--- config.mk ---
export PLATFORM = sky130hd
export DESIGN_NAME = wb_arbiter_2m
export DESIGN_NICKNAME = d
export VERILOG_FILES = /design/src/rtl/wb_arbiter_2m.sv
export SDC_FILE = /design/constraint.sdc
export NUM_CORES = 1
export LEC_CHECK = 0
export ABC_AREA = 1
export CAP_MARGIN = 40
export CORE_AREA = 2 2 122 124
export CTS_CLUSTER_SIZE = 30
export DETAILED_ROUTE_END_ITERATION = 10
export DIE_AREA = 0 0 124 126
export DONT_BUFFER_PORTS = 1
export GPL_ROUTABILITY_DRIVEN = 0
export PLACE_DENSITY_LB_ADDON = 0.12
export SYNTH_ARGS = -nofsm -noshare
export SYNTH_HDL_FRONTEND = slang
export SYNTH_SLANG_ARGS = --single-unit
--- constraint.sdc ---
create_clock -name clk -period 1.6 [get_ports clk]
set_clock_uncertainty 0.2 [all_clocks]
set_input_delay 0.32 -clock clk [delete_from_list [all_inputs] [get_ports clk]]
set_output_delay 0.32 -clock clk [all_outputs]
set_load 0.02 [all_outputs]
--- src/rtl/wb_arbiter_2m.sv ---
// wb_arbiter_2m: two-master Wishbone arbiter (m0 = core, m1 = debug/DMA)
// onto a single downstream bus.
//
// - The owner is held while that master keeps cyc high. There is no preemption.
// - Every handover passes through at least one IDLE cycle.
// - When both masters request from IDLE, the master not granted most recently
//   wins. After reset, m0 wins.
//
// Optional feature, selected with the macro ARB_TIMEOUT_EN:
// - A wait-state watchdog counts stalled cycles.
// - When the count reaches TIMEOUT_CYCLES, the next cycle terminates the
//   transfer. In that cycle bus cyc/stb are forced low, and the owner gets an
//   ack with read data 32'hFFFF_FFFF.
// - timeout_flag is then set sticky until reset.
//
// Handshake: an ack to a master means its current strobe is complete in this
// cycle. The master may present a new strobe, drop stb, or drop cyc at the
// next edge. The owner field is the FSM state itself, for observability.
module wb_arbiter_2m #(
  parameter int unsigned TIMEOUT_CYCLES = 15
) (
  input  logic        clk,
  input  logic        rst,
  // master 0 (core)
  input  logic        m0__cyc,
  input  logic        m0__stb,
  input  logic        m0__we,
  input  logic [29:0] m0__adr,
  input  logic [3:0]  m0__sel,
  input  logic [31:0] m0__dat_w,
  output logic [31:0] m0__dat_r,
  output logic        m0__ack,
  // master 1 (debug/DMA)
  input  logic        m1__cyc,
  input  logic        m1__stb,
  input  logic        m1__we,
  input  logic [29:0] m1__adr,
  input  logic [3:0]  m1__sel,
  input  logic [31:0] m1__dat_w,
  output logic [31:0] m1__dat_r,
  output logic        m1__ack,
  // downstream bus
  output logic        bus__cyc,
  output logic        bus__stb,
  output logic        bus__we,
  output logic [29:0] bus__adr,
  output logic [3:0]  bus__sel,
  output logic [31:0] bus__dat_w,
  input  logic [31:0] bus__dat_r,
  input  logic        bus__ack,
  // status
  output logic [1:0]  owner,
  output logic        timeout_flag
);

  typedef enum logic [1:0] {
    IDLE = 2'b00,
    GNT0 = 2'b01,
    GNT1 = 2'b10
  } state_t;

  state_t state_q, state_d;
  // 1 when m1 was granted most recently; reset value gives m0 priority.
  logic   last_q, last_d;
  // High in the cycle the watchdog terminates a stalled transfer.
  logic   tmo_hit;

  // State register and priority pointer.
  always_ff @(posedge clk) begin
    if (rst) begin
      state_q <= IDLE;
      last_q  <= 1'b1;
    end else begin
      state_q <= state_d;
      last_q  <= last_d;
    end
  end

  // Next-state: arbitrate from IDLE, hold a grant while the owner keeps cyc.
  always_comb begin
    state_d = state_q;
    last_d  = last_q;
    unique case (state_q)
      IDLE: begin
        if (m0__cyc && m1__cyc) begin
          if (last_q) begin
            state_d = GNT0;
            last_d  = 1'b0;
          end else begin
            state_d = GNT1;
            last_d  = 1'b1;
          end
        end else if (m0__cyc) begin
          state_d = GNT0;
          last_d  = 1'b0;
        end else if (m1__cyc) begin
          state_d = GNT1;
          last_d  = 1'b1;
        end
      end
      GNT0:    if (!m0__cyc) state_d = IDLE;
      GNT1:    if (!m1__cyc) state_d = IDLE;
      default: state_d = IDLE;
    endcase
  end

  // Outputs: route the owner to the bus, steer ack/data back to it.
  always_comb begin
    bus__cyc   = 1'b0;
    bus__stb   = 1'b0;
    bus__we    = 1'b0;
    bus__adr   = '0;
    bus__sel   = '0;
    bus__dat_w = '0;
    m0__ack    = 1'b0;
    m1__ack    = 1'b0;
    m0__dat_r  = bus__dat_r;
    m1__dat_r  = bus__dat_r;
    if (state_q == GNT0) begin
      bus__cyc   = m0__cyc;
      bus__stb   = m0__stb;
      bus__we    = m0__we;
      bus__adr   = m0__adr;
      bus__sel   = m0__sel;
      bus__dat_w = m0__dat_w;
      m0__ack    = (bus__ack & m0__cyc & m0__stb) | tmo_hit;
      if (tmo_hit) m0__dat_r = 32'hFFFF_FFFF;
    end else if (state_q == GNT1) begin
      bus__cyc   = m1__cyc;
      bus__stb   = m1__stb;
      bus__we    = m1__we;
      bus__adr   = m1__adr;
      bus__sel   = m1__sel;
      bus__dat_w = m1__dat_w;
      m1__ack    = (bus__ack & m1__cyc & m1__stb) | tmo_hit;
      if (tmo_hit) m1__dat_r = 32'hFFFF_FFFF;
    end
    if (tmo_hit) begin
      bus__cyc = 1'b0;
      bus__stb = 1'b0;
    end
  end

  assign owner = state_q;

`ifdef ARB_TIMEOUT_EN
  localparam logic [7:0] TmoLimit = 8'(TIMEOUT_CYCLES);

  logic [7:0] cnt_q, cnt_d;
  logic       flag_q, flag_d;
  logic       own_cyc, own_stb;

  assign own_cyc = (state_q == GNT0) ? m0__cyc : (state_q == GNT1) ? m1__cyc : 1'b0;
  assign own_stb = (state_q == GNT0) ? m0__stb : (state_q == GNT1) ? m1__stb : 1'b0;
  assign tmo_hit = own_cyc & own_stb & (cnt_q == TmoLimit);

  // Wait-state count: runs on stalled strobes, restarts on any completion.
  always_comb begin
    cnt_d  = cnt_q;
    flag_d = flag_q | tmo_hit;
    if (!own_cyc || bus__ack || tmo_hit) begin
      cnt_d = '0;
    end else if (own_stb) begin
      cnt_d = cnt_q + 8'd1;
    end
  end

  // Watchdog counter and sticky flag registers.
  always_ff @(posedge clk) begin
    if (rst) begin
      cnt_q  <= '0;
      flag_q <= 1'b0;
    end else begin
      cnt_q  <= cnt_d;
      flag_q <= flag_d;
    end
  end

  // The flag is visible already in the terminating cycle.
  assign timeout_flag = flag_q | tmo_hit;
`else
  assign tmo_hit      = 1'b0;
  assign timeout_flag = 1'b0;

  // TIMEOUT_CYCLES only matters with the watchdog built in.
  // This range test keeps the parameter referenced in this build.
  if ((TIMEOUT_CYCLES < 1) || (TIMEOUT_CYCLES > 255)) begin : g_timeout_out_of_range
  end
`endif

endmodule

== Yosys cells after proc, flatten, opt, wreduce, memory -nomap -nowiden ==
Index checks and enable logic that the tools add are counted.

* Add/sub/neg operators: 0
* $mul: 0
* Divide/modulo/power cells: 0
* Magnitude comparators: 0
* Eq/ne operators: 5
* Shifts and indexed selects: 0
* Multiplexer cells: 26
* Bitwise logic cells: 4
* Reduce and logical (&&, ||, !) cells: 5

{| class="wikitable"
|+ Operator list
! kind !! count
|-
| 32-bit two-way mux || 2
|-
| 30-bit two-way mux || 2
|-
| 1-bit two-way mux || 13
|-
| 2-bit two-way mux || 6
|-
| 4-bit two-way mux || 2
|-
| 2-bit one-hot mux with 3 select lines || 1
|-
| 1-bit AND || 4
|-
| 2-bit != test, second input constant || 2
|-
| 4-bit != test, second input constant || 1
|-
| 3-bit AND reduction || 1
|-
| 3-bit nonzero test || 1
|-
| 2-bit by 1-bit == test with 1-bit output, second input constant || 1
|-
| 2-bit == test, second input constant || 1
|-
| 2-bit logical NOT || 1
|-
| 2-bit AND reduction || 1
|-
| 1-bit logical AND || 1
|}

* Flip-flop bits (word level): 3
* Latch bits: 0
* Bits in writable memories: 0
* Memory bits (read-only): 0
* Input port bits: 173
* Output and inout bits: 138
* Word-level logic and storage cells: 42
* Memories: 0

== Depth between registers and ports, before layout ==
Gate-level depths: netlist (run 1).

* Depth in word-level cells: 4
* Mapped depth: 6
* Depth with buffers taken out: 5

== Worst setup path after synthesis (run 1) ==
Ideal clock, no wire load.

* Path kind: register to output
* Start: reg state_q[0], in the netlist owner[0]
* End: out m0__ack
* Arrival time: 1235 ps
* Data required time: 1080 ps
* Setup slack: -155 ps
* Cell stages (with the launch flop): 6
* Buffers on the path: 1
* Path through: dfxtp_1 inv_2 nor2_4 buf_4 nand2_1 nor2_1

* Cells in the longest elaborated chain, start to end: 2

{| class="wikitable"
|+ Ends and longest elaborated chain
! element !! line !! text
|-
| from (decl) || 62 || <nowiki>state_t state_q, state_d;</nowiki>
|-
| from (signal assigned) || 74 || <nowiki>state_q <= state_d;</nowiki>
|-
| 2-bit by 1-bit == test with 1-bit output || 119 || <nowiki>if (state_q == GNT0) begin</nowiki>
|-
| 1-bit two-way mux || 119 ||
|-
| to (decl) || 32 || <nowiki>output logic m0__ack,</nowiki>
|}

Every way passes these cells.

== Worst setup path after layout (run 1) ==
* Start: reg state_q[1], in the netlist owner[1]
* End: out bus__dat_w[26]

* Cells in the longest elaborated chain, start to end: 3
* Elaborated cells on any way between the ends: 4
* Classes of those cells: 2 x eq/ne; 2 x mux

{| class="wikitable"
|+ Ends and longest elaborated chain
! element !! line !! text
|-
| 2-bit == test || 128 || <nowiki>end else if (state_q == GNT1) begin</nowiki>
|-
| 32-bit two-way mux || 128 ||
|-
| 32-bit two-way mux (*) || 119 ||
|-
| to (decl) || 48 || <nowiki>output logic [31:0] bus__dat_w,</nowiki>
|}

Every way passes the cells marked *; elsewhere a longest branch is shown, timed or not.

==> metrics, run 1 <==
status=complete, but fails checks; violated checks=setup timing; leakage=approximately 0.00096 uW; share of power burned in combinational logic=0.652; DRC Markers=0; number of I/O pins=between 300 and 400; Register Area=67.6 um^2; Finished Layout Cells=roughly 440; critical path fanouts, max=14; number of nets at the end of the flow=434; switch share=0.486; drt wl/cell=14.0 um; Fmax achieved=0.557 GHz; synth top area cells=sky130_fd_sc_hd__nand2_1 (53%), sky130_fd_sc_hd__buf_4 (34%), sky130_fd_sc_hd__dfxtp_1 (4.0%); number of vias per cell after detailed routing=around 3.7; initial antenna violation count=0; worst hold-check slack=about 2.4 ps; Final Max Slew Viols=0; Synth Warn #=0; first-pass GRT wire length=approximately 7600 um; Yosys top cell by area=sky130_fd_sc_hd__nand2_1; cells after synthesis=slightly above 300; TritonCTS Buffers=3; worst vdd rail ir drop=0.000332 V; RR Endpoint=owner[0]$_SDFFE_PP0P_; final setup violating endpoints=71; kind of launch point of the worst setup path=register; RSZ-0062 raised after global routing=true; syn_area_per_cell=between 4 and 5 um^2; post-synthesis cell type count=13; data required time at the worst endpoint=roughly 1100 ps; I/O Buffers=0; met3 routing resource usage after global routing=0.0168; final worst-path cycle share=1.12; design internal power=730 uW; vertical die dimension=126 um; starting DRC count in detailed routing=47; gr usage total=0.0647; layout filler cell count=1,652; Site Rows=44; post-detailed-placement cell area=1330 um^2; part of the power in the clock network=0.281; Die Footprint=~16,000 um^2; share of the synthesized area in the top cell type=0.529; adder-cell share of the synthesized area=0; number of register bits inferred by synthesis=3; buffers from clock root to sink, at most=2; global-route track usage on met2=0.120; Non-Filler Cell Area, Final=2090 um^2; final number of hold-violating endpoints=0; power per cell area=681 nW/um^2; Compound-Gate Fraction of Synth Area=0.00993; half-perimeter wire length after placement=4290 um; WL final=6240 um; total inserted antenna cells=0; area used by multi-input combinational logic=~1300 um^2; destination of the worst hold path=last_q$_SDFFE_PP1P_; vias in the first global route=1,443; reg2reg start=owner[0]$_SDFFE_PP0P_; startpoint of the lowest-slack hold path=rst; xor/xnor share of the synthesized area=0; post-synthesis share of cell area spent on and, or, nand and nor gates=0.565; Netlist Area Pre-Place=1510 um^2; net switching component of the power=around 700 uW; first-pass iteration count of the detailed router=4; detailed-route via count=1,643; Clock H-tree levels=1; Post-Place Worst Slack=-65.1 ps; pin count of the biggest net entering global routing=24; dominant combinational cell family by area after synthesis=simple AND/OR/NAND/NOR gates; Initial Util=0.106; data arrival time of the critical path=between 1000 and 1500 ps; final worst slack=-194 ps; placed cell count=roughly 420; reg-to-reg slack, setup=320 ps; leftover overflow at the end of global routing=0; layer with the highest usage after global routing=met2; cell depth of the worst min-delay path=1; clock latency at the later pin of the worst-skew pair=230 ps; post-synthesis sequential area ratio=0.0397; Hold WC Path Type=primary input to register; clock transition at the registers of the reported paths=30 ps; worst setup path category=register to primary output; share of power burned in registers=0.066; chip width=124 um; Worst Reg-to-Reg Cells=5; multiplexer fraction of the synthesized cell area=0; net count after synthesis=around 480; Maximum Capacitance Violations=0; Syn-to-layout area delta=38.2%; global routing usage on met1=0.0645; CTS root buf=sky130_fd_sc_hd__clkbuf_16; CORE AREA=14,300 um^2; minimum period implied by the final worst setup slack=1790 ps; Post-Route Utilization=0.146; clock sink count=3; sort of element at the end of the critical path=primary output; ratio of cells with drive above 1 in the final layout=0.546; remaining number of nets flagged by the antenna check after routing=0; CTS tree=yes
critical path, cell delays in order (launching register included):
cell and delay [ps]:
sky130_fd_sc_hd__dfxtp_4 360, sky130_fd_sc_hd__inv_4 40, sky130_fd_sc_hd__nor2_4 130, sky130_fd_sc_hd__buf_4 150, sky130_fd_sc_hd__buf_12 140, sky130_fd_sc_hd__nand2_1 90, sky130_fd_sc_hd__nand2_2 120
per-stage QoR:
step | power (uW) | TNS, ps
2_1_floorplan | 855 | 0
3_3_place_gp | 738 | -1590
3_5_place_dp | 740 | -961
4_1_cts | 1310 | -13400
5_1_grt | 1510 | -16220
6_report | 1420 | -11690
area by class of cell:
type | instances | area share
Clock buffer | 4 | 0.0377
Tap cell | 184 | 0.110
Timing Repair Buffer | 24 | 0.188
Sequential cell | 3 | 0.0324
Multi-Input combinational cell | 226 | 0.624
Inverter | 3 | 0.00779
state kept, by name, summed over array words and instances (netlist names):
register,cells
last_q,1
owner,2
placed cells by master (no fill, tap or decap):
| master | Yosys | routed |
|---|---|---|
| sky130_fd_sc_hd__inv_1 | 1 | 1 |
| sky130_fd_sc_hd__nor2_1 | 5 | 3 |
| sky130_fd_sc_hd__clkbuf_1 | 0 | 1 |
| sky130_fd_sc_hd__nand2_4 | 0 | 29 |
| sky130_fd_sc_hd__buf_4 | 69 | 5 |
| sky130_fd_sc_hd__clkbuf_16 | 0 | 7 |
| sky130_fd_sc_hd__nand3b_1 | 1 | 1 |
| sky130_fd_sc_hd__o21ai_0 | 1 | 1 |
| sky130_fd_sc_hd__a21oi_1 | 2 | 2 |
| sky130_fd_sc_hd__buf_12 | 0 | 5 |
| sky130_fd_sc_hd__nor2_4 | 2 | 4 |
| sky130_fd_sc_hd__dlygate4sd3_1 | 0 | 1 |
| sky130_fd_sc_hd__nand3_1 | 1 | 1 |
| sky130_fd_sc_hd__nand2_1 | 213 | 105 |
| sky130_fd_sc_hd__buf_16 | 0 | 2 |
| sky130_fd_sc_hd__nand2_2 | 0 | 79 |
| sky130_fd_sc_hd__conb_1 | 1 | 1 |
| sky130_fd_sc_hd__dfxtp_1 | 3 | 1 |
| sky130_fd_sc_hd__inv_4 | 0 | 2 |
| sky130_fd_sc_hd__buf_8 | 0 | 3 |
| sky130_fd_sc_hd__buf_6 | 0 | 4 |
| sky130_fd_sc_hd__dfxtp_4 | 0 | 2 |
per-layer routing:
metal	vias up	wire length [um]
met5	-	0
met4	0	251
met3	28	611
met2	145	3220
met1	714	2150
li1	756	-
how the worst max path moves through the flow:
stage / from / slack (ps) / endpoint
floorplan: owner[1]$_SDFFE_PP0P_ / 10 / bus__adr[14]
global placement: owner[0]$_SDFFE_PP0P_ / -80 / bus__dat_w[20]
detailed placement: owner[0]$_SDFFE_PP0P_ / -70 / bus__dat_w[20]
CTS: owner[1]$_SDFFE_PP0P_ / -210 / bus__adr[13]
global route: owner[0]$_SDFFE_PP0P_ / -260 / bus__adr[10]
finish: owner[1]$_SDFFE_PP0P_ / -190 / bus__dat_w[26]
power groups by stage:
| stage | Combinational (uW) | Sequential, uW | Clock (uW) |
|---|---|---|---|
| floorplan | 755 | 101 | 0 |
| global placement | 643 | 95.0 | 0 |
| detailed placement | 645 | 94.9 | 0 |
| CTS | 816 | 93.2 | 405 |
| global route | 1000 | 96.3 | 416 |
| finish | 927 | 94.5 | 400 |
cells by family after synthesis:
group | count (synthesis)
and+or+nand+nor | 222
buffers and inverters | 82
AOI/OAI and AO/OA | 3
DFF | 3
other | 1
timing repair:
item / 4_1_cts / 5_1_grt
hold buffers: 1 / 0
pin swaps: 58 / 56
cloned: 3 / 5
setup endpoints to repair: 71 / 71
setup buffers: 7 / 1
hold endpoints to repair: 2 / 0
resized for setup: 76 / 69
Yosys cell counts (all sizes together):
cell type,n
a21oi,2
nor2,7
nand3,1
nand3b,1
inv,3
conb,1
buf,79
dfxtp,3
o21ai,1
nand2,213
(Power assumes the default switching activity.)
==> run 2: changes to the inputs <==
TNS_END_PERCENT = 30   (was not set)
==> run 2 against run 1 <==
  * The flow still finishes with violations (setup timing)
  * Final cell count is the same
  * Maximum frequency grew 0.14%
  * Largest power group unchanged
  * Largest cell class unchanged
  * Count of clock-buffer cells in the layout is the same
  * Combinational power shrank 2%
==> metrics, run 2 (same netlist as run 1, synthesis figures left out) <==
leakage=0.000938 uW (-2.7%); violated checks=setup timing; Clock H-tree levels=1 (unchanged); buffers from clock root to sink, at most=2 (unchanged); leftover overflow at the end of global routing=0 (unchanged); ratio of cells with drive above 1 in the final layout=0.504 (-0.0423); CTS tree=yes; max reg flops=2 (unchanged); total inserted antenna cells=0 (unchanged); worst vdd rail ir drop=0.000331 V (-0.21%); Site Rows=44 (unchanged); number of vias per cell after detailed routing=3.69 (-0.37%); final number of hold-violating endpoints=0 (unchanged); drt wl/cell=14.0 um (-0.11%); worst setup path category=register to primary output; commonest non-fill, non-tap cells in the layout=sky130_fd_sc_hd__nand2_1 (116), sky130_fd_sc_hd__nand2_2 (74), sky130_fd_sc_hd__nand2_4 (23); kind of launch point of the worst setup path=register; half-perimeter wire length after placement=4290 um (unchanged); final setup violating endpoints=71 (unchanged); critical path fanouts, max=14 (unchanged); final worst-path cycle share=1.12 (-0.00153); detailed-route via count=1,637 (-0.37%); TritonCTS Buffers=3 (unchanged); Maximum Capacitance Violations=0 (unchanged); placed cell count=424 (unchanged); RSZ-0062 raised after global routing=true; gr usage total=0.0645 (-0.000186); Syn-to-layout area delta=34.4%; vias in the first global route=1,444 (+0.069%); data required time at the worst endpoint=1080 ps (about the same); pin count of the biggest net entering global routing=24 (unchanged); status=complete, but fails checks; vertical die dimension=126 um (unchanged); remaining number of nets flagged by the antenna check after routing=0 (unchanged); CTS root buf=sky130_fd_sc_hd__clkbuf_16; Non-Filler Cell Area, Final=2030 um^2 (-2.8%); initial antenna violation count=0 (unchanged); overall power after layout=1400 uW (-1.3%); final worst slack=-191 ps (+2.45 ps); most common cell after layout, fill and taps aside=sky130_fd_sc_hd__nand2_1; chip width=124 um (unchanged); first-pass iteration count of the detailed router=4 (unchanged); data arrival time of the critical path=1270 ps (about the same); clock transition at the registers of the reported paths=30 ps (about the same); sort of element at the end of the critical path=primary output; clock sink count=3 (unchanged); Final Max Slew Viols=0 (unchanged); Finished Layout Cells=444 (unchanged); Initial Util=0.106 (unchanged); post-detailed-placement cell area=1330 um^2 (unchanged); Hold WC Path Type=primary input to register; CORE AREA=14,300 um^2 (unchanged); power per cell area=691 nW/um^2 (+1.5%); DRC Markers=0 (unchanged); Post-Route Utilization=0.142 (-0.00402); clock latency at the later pin of the worst-skew pair=230 ps (about the same); number of I/O pins=311 (unchanged); WL final=6230 um (-0.11%); number of nets at the end of the flow=434 (unchanged); Fmax achieved=0.558 GHz (+0.14%); Die Footprint=15,600 um^2 (unchanged); TNS Setup=-11,540 ps (+156 ps); first-pass GRT wire length=7550 um (-0.46%); minimum period implied by the final worst setup slack=1790 ps (-2.45 ps); I/O Buffers=0 (unchanged); starting DRC count in detailed routing=34 (-28%)
## run 2: cell counts in the layout (fill, tap and decap cells not counted)
Identical to the previous run, type by type.
## run 2: cell type report
cell class              instances  area, um^2
clock buffers                   4        78.8
multi-input cells             226        1240
flip-flops and latches          3        67.6
inverters                       3        16.3
fillers                      1658       12300
repair buffers                 24         393
well taps                     184         230
## run 2: critical path, cell delays in order, from the launching register on
cell                      delay [ps]
sky130_fd_sc_hd__dfxtp_4         360
sky130_fd_sc_hd__inv_4            40
sky130_fd_sc_hd__nor2_4          130
sky130_fd_sc_hd__buf_4           150
sky130_fd_sc_hd__buf_12          130
sky130_fd_sc_hd__nand2_1          90
sky130_fd_sc_hd__nand2_2         130
## run 2: where the power goes
group	switching [uW]	internal, uW	total, uW	leakage (uW)
Sequential	10.2	84.3	94.5	0.0000262
Clock	71.0	329	400	0.0000382
Combinational	599	309	908	0.000873
## run 2: per-layer routing
metal	part of all wire	up-vias	track usage
met1	0.35	710	0.0639
met2	0.51	144	0.120
met4	0.040	0	0.0357
met3	0.098	28	0.0168
met5	0	-	0
li1	-	755	-
## run 2: path summary, 6_finish.rpt
check | startpoint | to | slack [ps] | cells after the start
setup / recovery | owner[1]$_SDFFE_PP0P_ | bus__dat_w[2] | -190 | 6
hold / removal | rst | last_q$_SDFFE_PP1P_ | 2 | 1
setup reg to reg | owner[0]$_SDFFE_PP0P_ | owner[0]$_SDFFE_PP0P_ | 320 | 5
hold reg to reg | last_q$_SDFFE_PP1P_ | last_q$_SDFFE_PP1P_ | 280 | 2
## run 2: through the flow
step                hold WS, ps  setup WS [ps]
floorplan                   182           11.3
global placement            189          -77.6
detailed placement          186          -65.1
CTS                        2.76           -212
global route               6.61           -264
finish                     2.45           -191
## run 2: repair_timing
item | 4_1_cts | 5_1_grt
resized for setup | 75 | 53
pin swaps | 58 | 57
endpoints found under the setup margin | 71 | 71
hold endpoints to repair | 2 | 0
gates cloned | 3 | 5
hold buffers | 1 | 0
buffers inserted | 7 | 1
==> run 3: changes to the inputs <==
GPL_ROUTABILITY_DRIVEN = not set   (was 0)
REMOVE_ABC_BUFFERS = 1   (was not set)
==> run 3 against run 2 <==
  * The run still ends with setup timing left
  * Clock power shrank 1%
  * First-iteration DRC count grew to 2.6 times the previous value
  * Register-to-register slack gained 60 ps
  * Setup slack lost 44 ps
  * Hold slack gained 16 ps
  * Power shrank 7.6%
  * Sequential power shrank 2.6%
==> metrics, run 3 (same netlist as run 1, synthesis figures left out) <==
Syn-to-layout area delta=21.5%; detailed-routing wirelength on met1=2780 um (+26%); buffers from clock root to sink, at most=2 (unchanged); status=complete, but fails checks; highest metal used=met5; routability-driven placement congestion ratio=0.652; Clock H-tree levels=1 (unchanged); clock transition at the registers of the reported paths=30 ps (about the same); layout filler cell count=1,687 (+1.7%); WL final=8900 um (+43%); clock latency at the later pin of the worst-skew pair=220 ps (about the same); CTS tree=yes; detailed-route via count=1,683 (+2.8%); sum of met3 wire segment lengths after detailed routing=2110 um (+250%); violated checks=setup timing; switch share=0.492 (+0.00743); first-pass GRT wire length=10,700 um (+41%); number of nets at the end of the flow=429 (-1.2%); gr usage total=0.101 (+0.0361); Site Rows=44 (unchanged); vias in the first global route=1,470 (+1.8%); drt wl/cell=20.3 um (+45%); sort of element at the end of the critical path=primary output; length of routed met2 wiring=3930 um (+24%); remaining number of nets flagged by the antenna check after routing=0 (unchanged); Die Footprint=15,600 um^2 (unchanged); post-detailed-placement cell area=1310 um^2 (-1.1%); most common cell after layout, fill and taps aside=sky130_fd_sc_hd__nand2_1; critical path fanouts, max=42 (+28); leftover overflow at the end of global routing=0 (unchanged); CORE AREA=14,300 um^2 (unchanged); worst setup path category=register to primary output; data arrival time of the critical path=1320 ps (+50 ps); kind of launch point of the worst setup path=register; CTS root buf=sky130_fd_sc_hd__clkbuf_16; power per cell area=706 nW/um^2 (+2.2%); number of I/O pins=311 (unchanged); net switching component of the power=639 uW (-6.2%); TNS Setup=-12,900 ps (-1360 ps); leakage=0.000845 uW (-9.8%); starting DRC count in detailed routing=89 (+160%); minimum period implied by the final worst setup slack=1840 ps (+44.1 ps); Final Max Slew Viols=0 (unchanged); total inserted antenna cells=0 (unchanged); design internal power=658 uW (-8.9%); share of power burned in combinational logic=0.625 (-0.022); first-pass iteration count of the detailed router=4 (unchanged); TritonCTS Buffers=3 (unchanged); number of vias per cell after detailed routing=3.83 (+4.0%); half-perimeter wire length after placement=7500 um (+75%); share of power burned in registers=0.071 (+0.004); overall power after layout=1300 uW (-7.6%); I/O Buffers=0 (unchanged); chip width=124 um (unchanged); final number of hold-violating endpoints=0 (unchanged); Initial Util=0.106 (unchanged); RSZ-0062 raised after global routing=true; initial antenna violation count=0 (unchanged); part of the power in the clock network=0.304 (+0.019); Fmax achieved=0.545 GHz (-2.4%); pin count of the biggest net entering global routing=43 (+79%); final setup violating endpoints=71 (unchanged); max reg flops=2 (unchanged); final worst slack=-235 ps (-44.1 ps); worst vdd rail ir drop=0.000607 V (+83%); Maximum Capacitance Violations=0 (unchanged); final worst-path cycle share=1.15 (+0.0275); DRC Markers=0 (unchanged); data required time at the worst endpoint=1080 ps (about the same); vertical die dimension=126 um (unchanged); Hold WC Path Type=primary input to register; ratio of cells with drive above 1 in the final layout=0.451 (-0.0529); commonest non-fill, non-tap cells in the layout=sky130_fd_sc_hd__nand2_1 (126), sky130_fd_sc_hd__nand2_2 (68), sky130_fd_sc_hd__nand2_4 (19); clock sink count=3 (unchanged); Non-Filler Cell Area, Final=1840 um^2 (-9.6%)
-- run 3: what timing repair did --
| item | in CTS | in global routing |
|---|---|---|
| cloned | 2 | 0 |
| hold buffers | 1 | 0 |
| setup buffers | 4 | 0 |
| gates resized for setup | 92 | 27 |
| endpoints found under the setup margin | 71 | 71 |
| pin swaps | 13 | 6 |
| endpoints found under the hold margin | 2 | 0 |
-- run 3: final cells by class --
cell class | count | area [um^2] | area share
clock buffer | 4 | 78.8 | 0.0429
inverter | 3 | 11.3 | 0.00613
multi-input combinational | 226 | 1190 | 0.646
sequential | 3 | 62.6 | 0.0341
tap | 184 | 230 | 0.125
timing repair buffer | 19 | 267 | 0.145
-- run 3: critical path: stages (launching register included) --
cell,delay [ps]
sky130_fd_sc_hd__dfxtp_2,320
sky130_fd_sc_hd__buf_6,120
sky130_fd_sc_hd__nor2_4,160
sky130_fd_sc_hd__buf_12,210
sky130_fd_sc_hd__nand2_1,120
sky130_fd_sc_hd__nand2_2,130
-- run 3: power by group through the flow --
stage,clock (uW),combinational (uW),sequential (uW)
finish,395,810,92.0
global route,410,888,93.0
CTS,403,791,92.1
detailed placement,0,637,91.2
global placement,0,639,91.1
floorplan,0,481,99.5
-- run 3: worst paths after layout --
check                                      startpoint               endpoint  slack (ps)  depth (start not counted)
worst max-delay path            owner[1]$_SDFFE_PP0P_         bus__dat_w[25]        -240                          5
worst min-delay path                              rst    last_q$_SDFFE_PP1P_          20                          1
worst max register to register  owner[1]$_SDFFE_PP0P_  owner[1]$_SDFFE_PP0P_         380                          5
worst min register to register    last_q$_SDFFE_PP1P_    last_q$_SDFFE_PP1P_         310                          2
-- run 3: routing by layer --
layer  vias to the layer above  global-route usage
met3                         4               0.106
met4                         2             0.00793
met1                       706              0.0939
met2                       226               0.155
li1                        745                   -
met5                         -              0.0493
-- run 3: per-stage QoR --
stage / utilization / setup WS [ps] / hold WS [ps] / instances
3_5_place_dp: 0.0918 / -128 / 196 / 428
2_1_floorplan: - / -786 / 189 / 232
5_1_grt: 0.128 / -336 / 11.1 / 439
6_report: 0.128 / -235 / 18.3 / 439
4_1_cts: 0.121 / -258 / 11.3 / 439
3_3_place_gp: 0.0918 / -111 / 195 / 428
